File: src/rtl/nand_apb_regs.sv
// APB3 register front-end for the NAND flash FSM: control registers, start/done
// handshake, status capture and TX/RX byte FIFOs. Optional IRQ via NAND_APB_IRQ_EN.
module nand_apb_regs #(
    parameter int FIFO_DEPTH = 8,
    parameter int FIFO_AW    = 3
) (
    input  logic        PCLK,
    input  logic        PRESET,
    input  logic        PSEL,
    input  logic        PENABLE,
    input  logic        PWRITE,
    input  logic [7:0]  PADDR,
    input  logic [31:0] PWDATA,
    output logic [31:0] PRDATA,
    output logic        PREADY,
    output logic        PSLVERR,
    output logic [15:0] C_Cmd,
    output logic [39:0] C_Addr,
    output logic [7:0]  C_Length,
    output logic        C_Start,
    input  logic        C_Done,
    input  logic [7:0]  C_Status,
    input  logic        F_nRB,
    output logic [7:0]  D_TxData,
    output logic        D_TxEmpty,
    input  logic        D_TxPop,
    input  logic [7:0]  D_RxData,
    input  logic        D_RxPush,
    output logic        D_RxFull
`ifdef NAND_APB_IRQ_EN
    ,
    output logic        IRQ
`endif
);

    localparam logic [7:0] A_CMD    = 8'h00;
    localparam logic [7:0] A_ADDR0  = 8'h04;
    localparam logic [7:0] A_ADDR1  = 8'h08;
    localparam logic [7:0] A_LEN    = 8'h0C;
    localparam logic [7:0] A_CTRL   = 8'h10;
    localparam logic [7:0] A_STATUS = 8'h14;
    localparam logic [7:0] A_DATA   = 8'h18;
    localparam logic [7:0] A_IE     = 8'h1C;
    localparam logic [FIFO_AW:0] PTR_ONE = 1;

    typedef enum logic {S_IDLE = 1'b0, S_RUN = 1'b1} state_t;

    state_t      state;
    logic [15:0] cmd_q;
    logic [39:0] addr_q;
    logic [7:0]  len_q;
    logic [7:0]  status_q;
    logic        start_q, done_q, tx_ovf_q, rx_unf_q, rx_ovf_q;
    logic        busy;

    logic [7:0]       tx_mem [FIFO_DEPTH];
    logic [7:0]       rx_mem [FIFO_DEPTH];
    logic [FIFO_AW:0] tx_wp, tx_rp, rx_wp, rx_rp;
    logic             tx_empty, tx_full, rx_empty, rx_full;
    logic [7:0]       rx_head;

    logic xfer, wr, rd, mapped, err, ok_wr, ok_rd;
    logic sel_cmd, sel_addr0, sel_addr1, sel_len, sel_ctrl, sel_status, sel_data, sel_ie;
    logic tx_push, tx_pop, tx_flush, rx_push, rx_pop, rx_flush, start_ok;

`ifdef NAND_APB_IRQ_EN
    logic [1:0] ie_q;
    logic       irq_q;
    assign IRQ = irq_q;
`endif

    assign busy = (state == S_RUN);

    assign sel_cmd    = (PADDR == A_CMD);
    assign sel_addr0  = (PADDR == A_ADDR0);
    assign sel_addr1  = (PADDR == A_ADDR1);
    assign sel_len    = (PADDR == A_LEN);
    assign sel_ctrl   = (PADDR == A_CTRL);
    assign sel_status = (PADDR == A_STATUS);
    assign sel_data   = (PADDR == A_DATA);
`ifdef NAND_APB_IRQ_EN
    assign sel_ie     = (PADDR == A_IE);
`else
    assign sel_ie     = 1'b0;
`endif
    assign mapped = sel_cmd | sel_addr0 | sel_addr1 | sel_len | sel_ctrl |
                    sel_status | sel_data | sel_ie;

    assign xfer = PSEL & PENABLE;
    assign wr   = xfer & PWRITE;
    assign rd   = xfer & ~PWRITE;

    // Any error condition suppresses every side effect except the sticky error flags.
    always_comb begin
        err = 1'b0;
        if (!mapped)
            err = 1'b1;
        else if (PWRITE && (sel_cmd || sel_addr0 || sel_addr1 || sel_len) && busy)
            err = 1'b1;
        else if (PWRITE && sel_ctrl && PWDATA[0] && busy)
            err = 1'b1;
        else if (PWRITE && sel_data && tx_full)
            err = 1'b1;
        else if (!PWRITE && sel_data && rx_empty)
            err = 1'b1;
    end

    assign ok_wr   = wr & ~err;
    assign ok_rd   = rd & ~err;
    assign PSLVERR = xfer & err;
    assign PREADY  = 1'b1;

    assign start_ok = ok_wr & sel_ctrl & PWDATA[0];
    assign tx_push  = ok_wr & sel_data;
    assign tx_flush = ok_wr & sel_ctrl & PWDATA[1];
    assign tx_pop   = D_TxPop & ~tx_empty;
    assign rx_push  = D_RxPush & ~rx_full;
    assign rx_flush = ok_wr & sel_ctrl & PWDATA[2];
    assign rx_pop   = ok_rd & sel_data;

    assign tx_empty = (tx_wp == tx_rp);
    assign tx_full  = (tx_wp[FIFO_AW] != tx_rp[FIFO_AW]) &&
                      (tx_wp[FIFO_AW-1:0] == tx_rp[FIFO_AW-1:0]);
    assign rx_empty = (rx_wp == rx_rp);
    assign rx_full  = (rx_wp[FIFO_AW] != rx_rp[FIFO_AW]) &&
                      (rx_wp[FIFO_AW-1:0] == rx_rp[FIFO_AW-1:0]);

    assign D_TxData  = tx_mem[tx_rp[FIFO_AW-1:0]];
    assign D_TxEmpty = tx_empty;
    assign D_RxFull  = rx_full;
    assign rx_head   = rx_mem[rx_rp[FIFO_AW-1:0]];

    assign C_Cmd    = cmd_q;
    assign C_Addr   = addr_q;
    assign C_Length = len_q;
    assign C_Start  = start_q;

    always_comb begin
        PRDATA = 32'h0;
        if (PSEL) begin
            case (PADDR)
                A_CMD:    PRDATA = {16'h0, cmd_q};
                A_ADDR0:  PRDATA = addr_q[31:0];
                A_ADDR1:  PRDATA = {24'h0, addr_q[39:32]};
                A_LEN:    PRDATA = {24'h0, len_q};
                A_STATUS: PRDATA = {16'h0, rx_ovf_q, rx_unf_q, tx_ovf_q, rx_empty,
                                    tx_full, F_nRB, done_q, busy, status_q};
                A_DATA:   PRDATA = rx_empty ? 32'h0 : {24'h0, rx_head};
`ifdef NAND_APB_IRQ_EN
                A_IE:     PRDATA = {30'h0, ie_q};
`endif
                default:  PRDATA = 32'h0;
            endcase
        end
    end

    // Memories carry no reset; pointers alone define what is valid.
    always_ff @(posedge PCLK) begin
        if (tx_push) tx_mem[tx_wp[FIFO_AW-1:0]] <= PWDATA[7:0];
        if (rx_push) rx_mem[rx_wp[FIFO_AW-1:0]] <= D_RxData;
    end

    always_ff @(posedge PCLK) begin
        if (PRESET) begin
            tx_wp <= '0;
            tx_rp <= '0;
            rx_wp <= '0;
            rx_rp <= '0;
        end else begin
            if (tx_flush) begin
                tx_wp <= '0;
                tx_rp <= '0;
            end else begin
                if (tx_push) tx_wp <= tx_wp + PTR_ONE;
                if (tx_pop)  tx_rp <= tx_rp + PTR_ONE;
            end
            if (rx_flush) begin
                rx_wp <= '0;
                rx_rp <= '0;
            end else begin
                if (rx_push) rx_wp <= rx_wp + PTR_ONE;
                if (rx_pop)  rx_rp <= rx_rp + PTR_ONE;
            end
        end
    end

    always_ff @(posedge PCLK) begin
        if (PRESET) begin
            state    <= S_IDLE;
            cmd_q    <= '0;
            addr_q   <= '0;
            len_q    <= '0;
            status_q <= '0;
            start_q  <= 1'b0;
            done_q   <= 1'b0;
            tx_ovf_q <= 1'b0;
            rx_unf_q <= 1'b0;
            rx_ovf_q <= 1'b0;
        end else begin
            start_q <= 1'b0;
            if (ok_wr && sel_cmd)   cmd_q          <= PWDATA[15:0];
            if (ok_wr && sel_addr0) addr_q[31:0]   <= PWDATA;
            if (ok_wr && sel_addr1) addr_q[39:32]  <= PWDATA[7:0];
            if (ok_wr && sel_len)   len_q          <= PWDATA[7:0];

            // W1C clears come first so a same-cycle set wins.
            if (ok_wr && sel_status) begin
                if (PWDATA[9])  done_q   <= 1'b0;
                if (PWDATA[13]) tx_ovf_q <= 1'b0;
                if (PWDATA[14]) rx_unf_q <= 1'b0;
                if (PWDATA[15]) rx_ovf_q <= 1'b0;
            end
            if (wr && sel_data && tx_full)              tx_ovf_q <= 1'b1;
            if (rd && sel_data && rx_empty)             rx_unf_q <= 1'b1;
            if (D_RxPush && rx_full && !rx_flush)       rx_ovf_q <= 1'b1;

            case (state)
                S_IDLE: begin
                    if (start_ok) begin
                        start_q <= 1'b1;
                        done_q  <= 1'b0;
                        state   <= S_RUN;
                    end
                end
                S_RUN: begin
                    if (C_Done) begin
                        status_q <= C_Status;
                        done_q   <= 1'b1;
                        state    <= S_IDLE;
                    end
                end
                default: state <= S_IDLE;
            endcase
        end
    end

`ifdef NAND_APB_IRQ_EN
    always_ff @(posedge PCLK) begin
        if (PRESET) begin
            ie_q  <= 2'b00;
            irq_q <= 1'b0;
        end else begin
            if (ok_wr && sel_ie) ie_q <= PWDATA[1:0];
            irq_q <= (done_q & ie_q[0]) | ((tx_ovf_q | rx_ovf_q | rx_unf_q) & ie_q[1]);
        end
    end
`endif

endmodule

File: config.mk
export PLATFORM = sky130hd
export DESIGN_NAME = nand_apb_regs
export DESIGN_NICKNAME = d
export VERILOG_FILES = /design/src/rtl/nand_apb_regs.sv
export SDC_FILE = /design/constraint.sdc
export NUM_CORES = 1
export LEC_CHECK = 0
export CAP_MARGIN = 0
export CORE_ASPECT_RATIO = 0.75
export CORE_MARGIN = 2
export CORE_UTILIZATION = 57
export DETAILED_ROUTE_END_ITERATION = 12
export GPL_TIMING_DRIVEN = 0
export HOLD_SLACK_MARGIN = 0.12
export PLACE_DENSITY = 0.85
export SYNTH_ARGS = -nofsm -noshare
export SYNTH_HDL_FRONTEND = slang
export SYNTH_SLANG_ARGS = --single-unit
File: constraint.sdc
create_clock -name PCLK -period 7.04 [get_ports PCLK]
set_clock_uncertainty 0.2 [all_clocks]
set_input_delay 1.408 -clock PCLK [delete_from_list [all_inputs] [get_ports PCLK]]
set_output_delay 1.408 -clock PCLK [all_outputs]
set_load 0.01 [all_outputs]
==> metrics.txt <==
critical path's most frequent cell clkdlybuf4s50_1; post-synthesis cell type count 59; overflow left after global routing 0; DR vias 7267; Die Wd 156 um; gr busiest metal met2; Synth warnings 0; leakage power about 4.3 nW; slew margin rel. between 10% and 20%; CTS root buffer clkbuf_16; drt via density 6.11; GRT Total Usage 27.9%; Final setup viols 0; mux contribution to synthesized area 14.2%; buffers and inverters on the worst path 3; largest area contributor in the netlist edfxtp_1; routability cong. 0.924; Avg Inst Size Synth 12.9 um2; WL/cell 21.7 um; number of buffers created by CTS 21; final cell count without fillers 1190; Mapped Nets approximately 840; first-pass GRT wire length 39900 um; row count 41; Synth Instances 767; final wirelength ~26000 um; Compound-Gate Fraction of Synth Area approximately 8.6%; max incr delay on CP between 600 and 700 ps; CTS resizes 0; die area between 0.015 and 0.02 mm2; Post-CTS Setup Bufs 0; largest family of logic cells by synthesized area multiplexers; simple-gate share of the synthesized area between 10% and 20%; Post-synth EDFFs 128; Routed Antenna Nets 0; Area contributors post-synth edfxtp_1 (39%), dfxtp_1 (20%), mux4_2 (7.3%); number of hold violations in the final report 0; crit-path max FO 10; worst path cell trace clkdlybuf4s50_1 > nor4b_4 > nand3_1 > buf_2 > or3_1 > a31oi_1 > clkdlybuf4s50_1; filler instances 1103; area grow syn2layout 26.4%; M2 GR Usage 45.9%; Post-synth ARST share 0%; share of cells above drive strength 1 12.1%; DP Cell Count approximately 1.2k; largest net degree at the start of global routing 17; Initial Utilization around three fifths; clock sinks 228; count of input and output buffers 171; RSZ-0062 raised after global routing false; worst hold-check path type flop to flop; Worst VDD drop 0.211 mV; number of global-route vias before repair roughly 7.1k; setup_tns 0 ps; antenna violations before repair 0; Pwr Total 2.59 mW; Nets around 1.0k; cell area power density a little over 200 mW/mm2; adder-cell share of the synthesized area less than 1%; FF+latch count, synth approximately 230; dominant synthesized flop cell edfxtp_1; DR iter-0 viols 747; Crit Path Category primary input to output port; Post-Synth XOR/XNOR Area 1.06%; final worst path period need 5910 ps; count of hold-fix buffers inserted at cts 0; Req. time, crit path 5430 ps; DRC Markers 0; Max Slew Vio Count 0; grt met3 use 5.04%; htree depth 1; IO Count 174; Slew @ Worst Pin roughly 1200 ps; final worst path period share 83.9%; share of the synthesized area in the top cell type 38.9%; critical path startpoint category primary input; max-cap violations 0; CP delay by family, top buffers and inverters; CP max stage cell clkdlybuf4s50_1; synthesized area 0.00988 mm2; Util after Layout about three quarters; Worst-path clk slew 60 ps; Core Footprint roughly 0.017 mm2; Worst EP arrival 4300 ps; Die Y 118 um; DR pass1 iterations 5; CP Capture Type output port; post-detail-place hpwl 18400 um; ant diodes 0; met1 layer usage reported by global route 38.4%; outcome finished, final reports clean; FMAX 169 MHz; proportion of synthesized chip area in sequential cells 59.1%; TritonCTS clock tree built; maximum buffer depth of the clock tree 3; clock latency at the later pin of the worst-skew pair 500 ps
==> stage by stage <==
| step | setup slack [ps] | hold WS, ps | instance area (um2) |
|---|---|---|---|
| after floorplan | 2640 | 237 | 9880 |
| after global placement | 1190 | 244 | 11900 |
| after detailed placement | 1170 | 252 | 11900 |
| after CTS | 1160 | 259 | 12500 |
| after global routing | 1060 | 289 | 12500 |
| final | 1130 | 263 | 12500 |
==> cells by family after synthesis <==
group	count (synthesis)
xor+xnor	12
simple gates	233
fa+ha+maj	4
compound gates	125
flops	228
buf+inv	65
other cells	1
mux	99
==> worst paths after layout <==
check | from | end | slack [ps] | cells after the start
worst max register to register | tx_wp[1]$_SDFFE_PP0P_ | tx_mem[0][5]$_DFFE_PP_ | 4010 | 6
worst max-delay path | PADDR[3] | PRDATA[5] | 1130 | 7
worst min register to register | status_q[0]$_SDFFE_PP0P_ | status_q[0]$_SDFFE_PP0P_ | 260 | 2
worst min-delay path | status_q[0]$_SDFFE_PP0P_ | status_q[0]$_SDFFE_PP0P_ | 260 | 2
==> layout by cell type (no fill, tap or decap), drive strengths merged, types with 5 or more instances in the layout <==
master	Yosys	layout
edfxtp	128	128
clkinv	0	6
o21ai	9	9
xor2	8	8
o31ai	20	20
nor3	7	7
inv	5	5
buf	37	37
a22o	8	8
a222oi	6	6
clkdlybuf4s50	0	171
mux2	8	8
and3	19	19
nor2	24	24
nand3	11	11
a22oi	16	16
a31oi	9	9
clkbuf	23	52
nand4	23	23
mux4	32	32
nand2b	5	5
and4	5	5
or3	16	16
dfxtp	100	100
mux2i	59	59
a21oi	46	46
nand2	95	95
==> cells in the mapped netlist, types with 3 or more instances <==
master and instances:
nor2_1 22, xor2_1 8, xnor2_1 4, and3_1 19, dfxtp_1 100, and4_1 5
a21oi_1 46, and2_1 4, a22oi_1 16, nand4_1 21, a41o_1 3, o21ai_0 9
nand2b_1 5, buf_2 22, a222oi_1 6, nor3_1 6, edfxtp_1 128, mux2i_1 59
or4_1 4, a22o_1 8, nand3_4 3, nand4b_1 3, and4b_1 3, nand3_1 8
o31ai_1 20, a31oi_1 9, mux4_2 32, clkbuf_1 23, buf_6 4, buf_1 4
inv_1 5, ha_1 4, buf_4 7, mux2_2 8, or3_1 16, nand2_1 95
==> per-layer routing <==
metal,vias up,part of all wire [%]
met4,0,2.9
met1,3558,41
met3,59,7.7
met2,325,49
li1,3325,-
met5,-,0
==> final cells by class <==
class                   instances  area (um2)  area share, %
multi-input cells             474        3710           29.7
clock buffers                  29         556           4.45
well taps                     215         269           2.15
flip-flops and latches        228        5850           46.8
inverters                       5        18.8          0.150
repair buffers                171        1710           13.7
plain buffers                  60         309           2.47
clock inverters                 8        66.3          0.531
==> state kept, by name, summed over array words and instances (netlist names), named ones only <==
signal	cells
rx_unf_q	1
tx_ovf_q	1
tx_wp	4
C_Addr	40
rx_mem	64
status_q	8
rx_rp	4
rx_wp	4
rx_ovf_q	1
tx_mem	64
C_Cmd	16
C_Length	8
busy	1
tx_rp	4
done_q	1
C_Start	1
==> power breakdown <==
group / switching, mW / internal, mW / total (mW)
clock network: 0.468 / 0.590 / 1.06
logic: 0.0677 / 0.0502 / 0.118
registers: 0.00250 / 1.41 / 1.42
==> tightest hold or removal path, cell delays in order, from the launching register on <==
cell and delay, ps:
dfxtp_1 310, nand2_1 50, a21oi_1 50
Power figures use the tool's default switching activity.
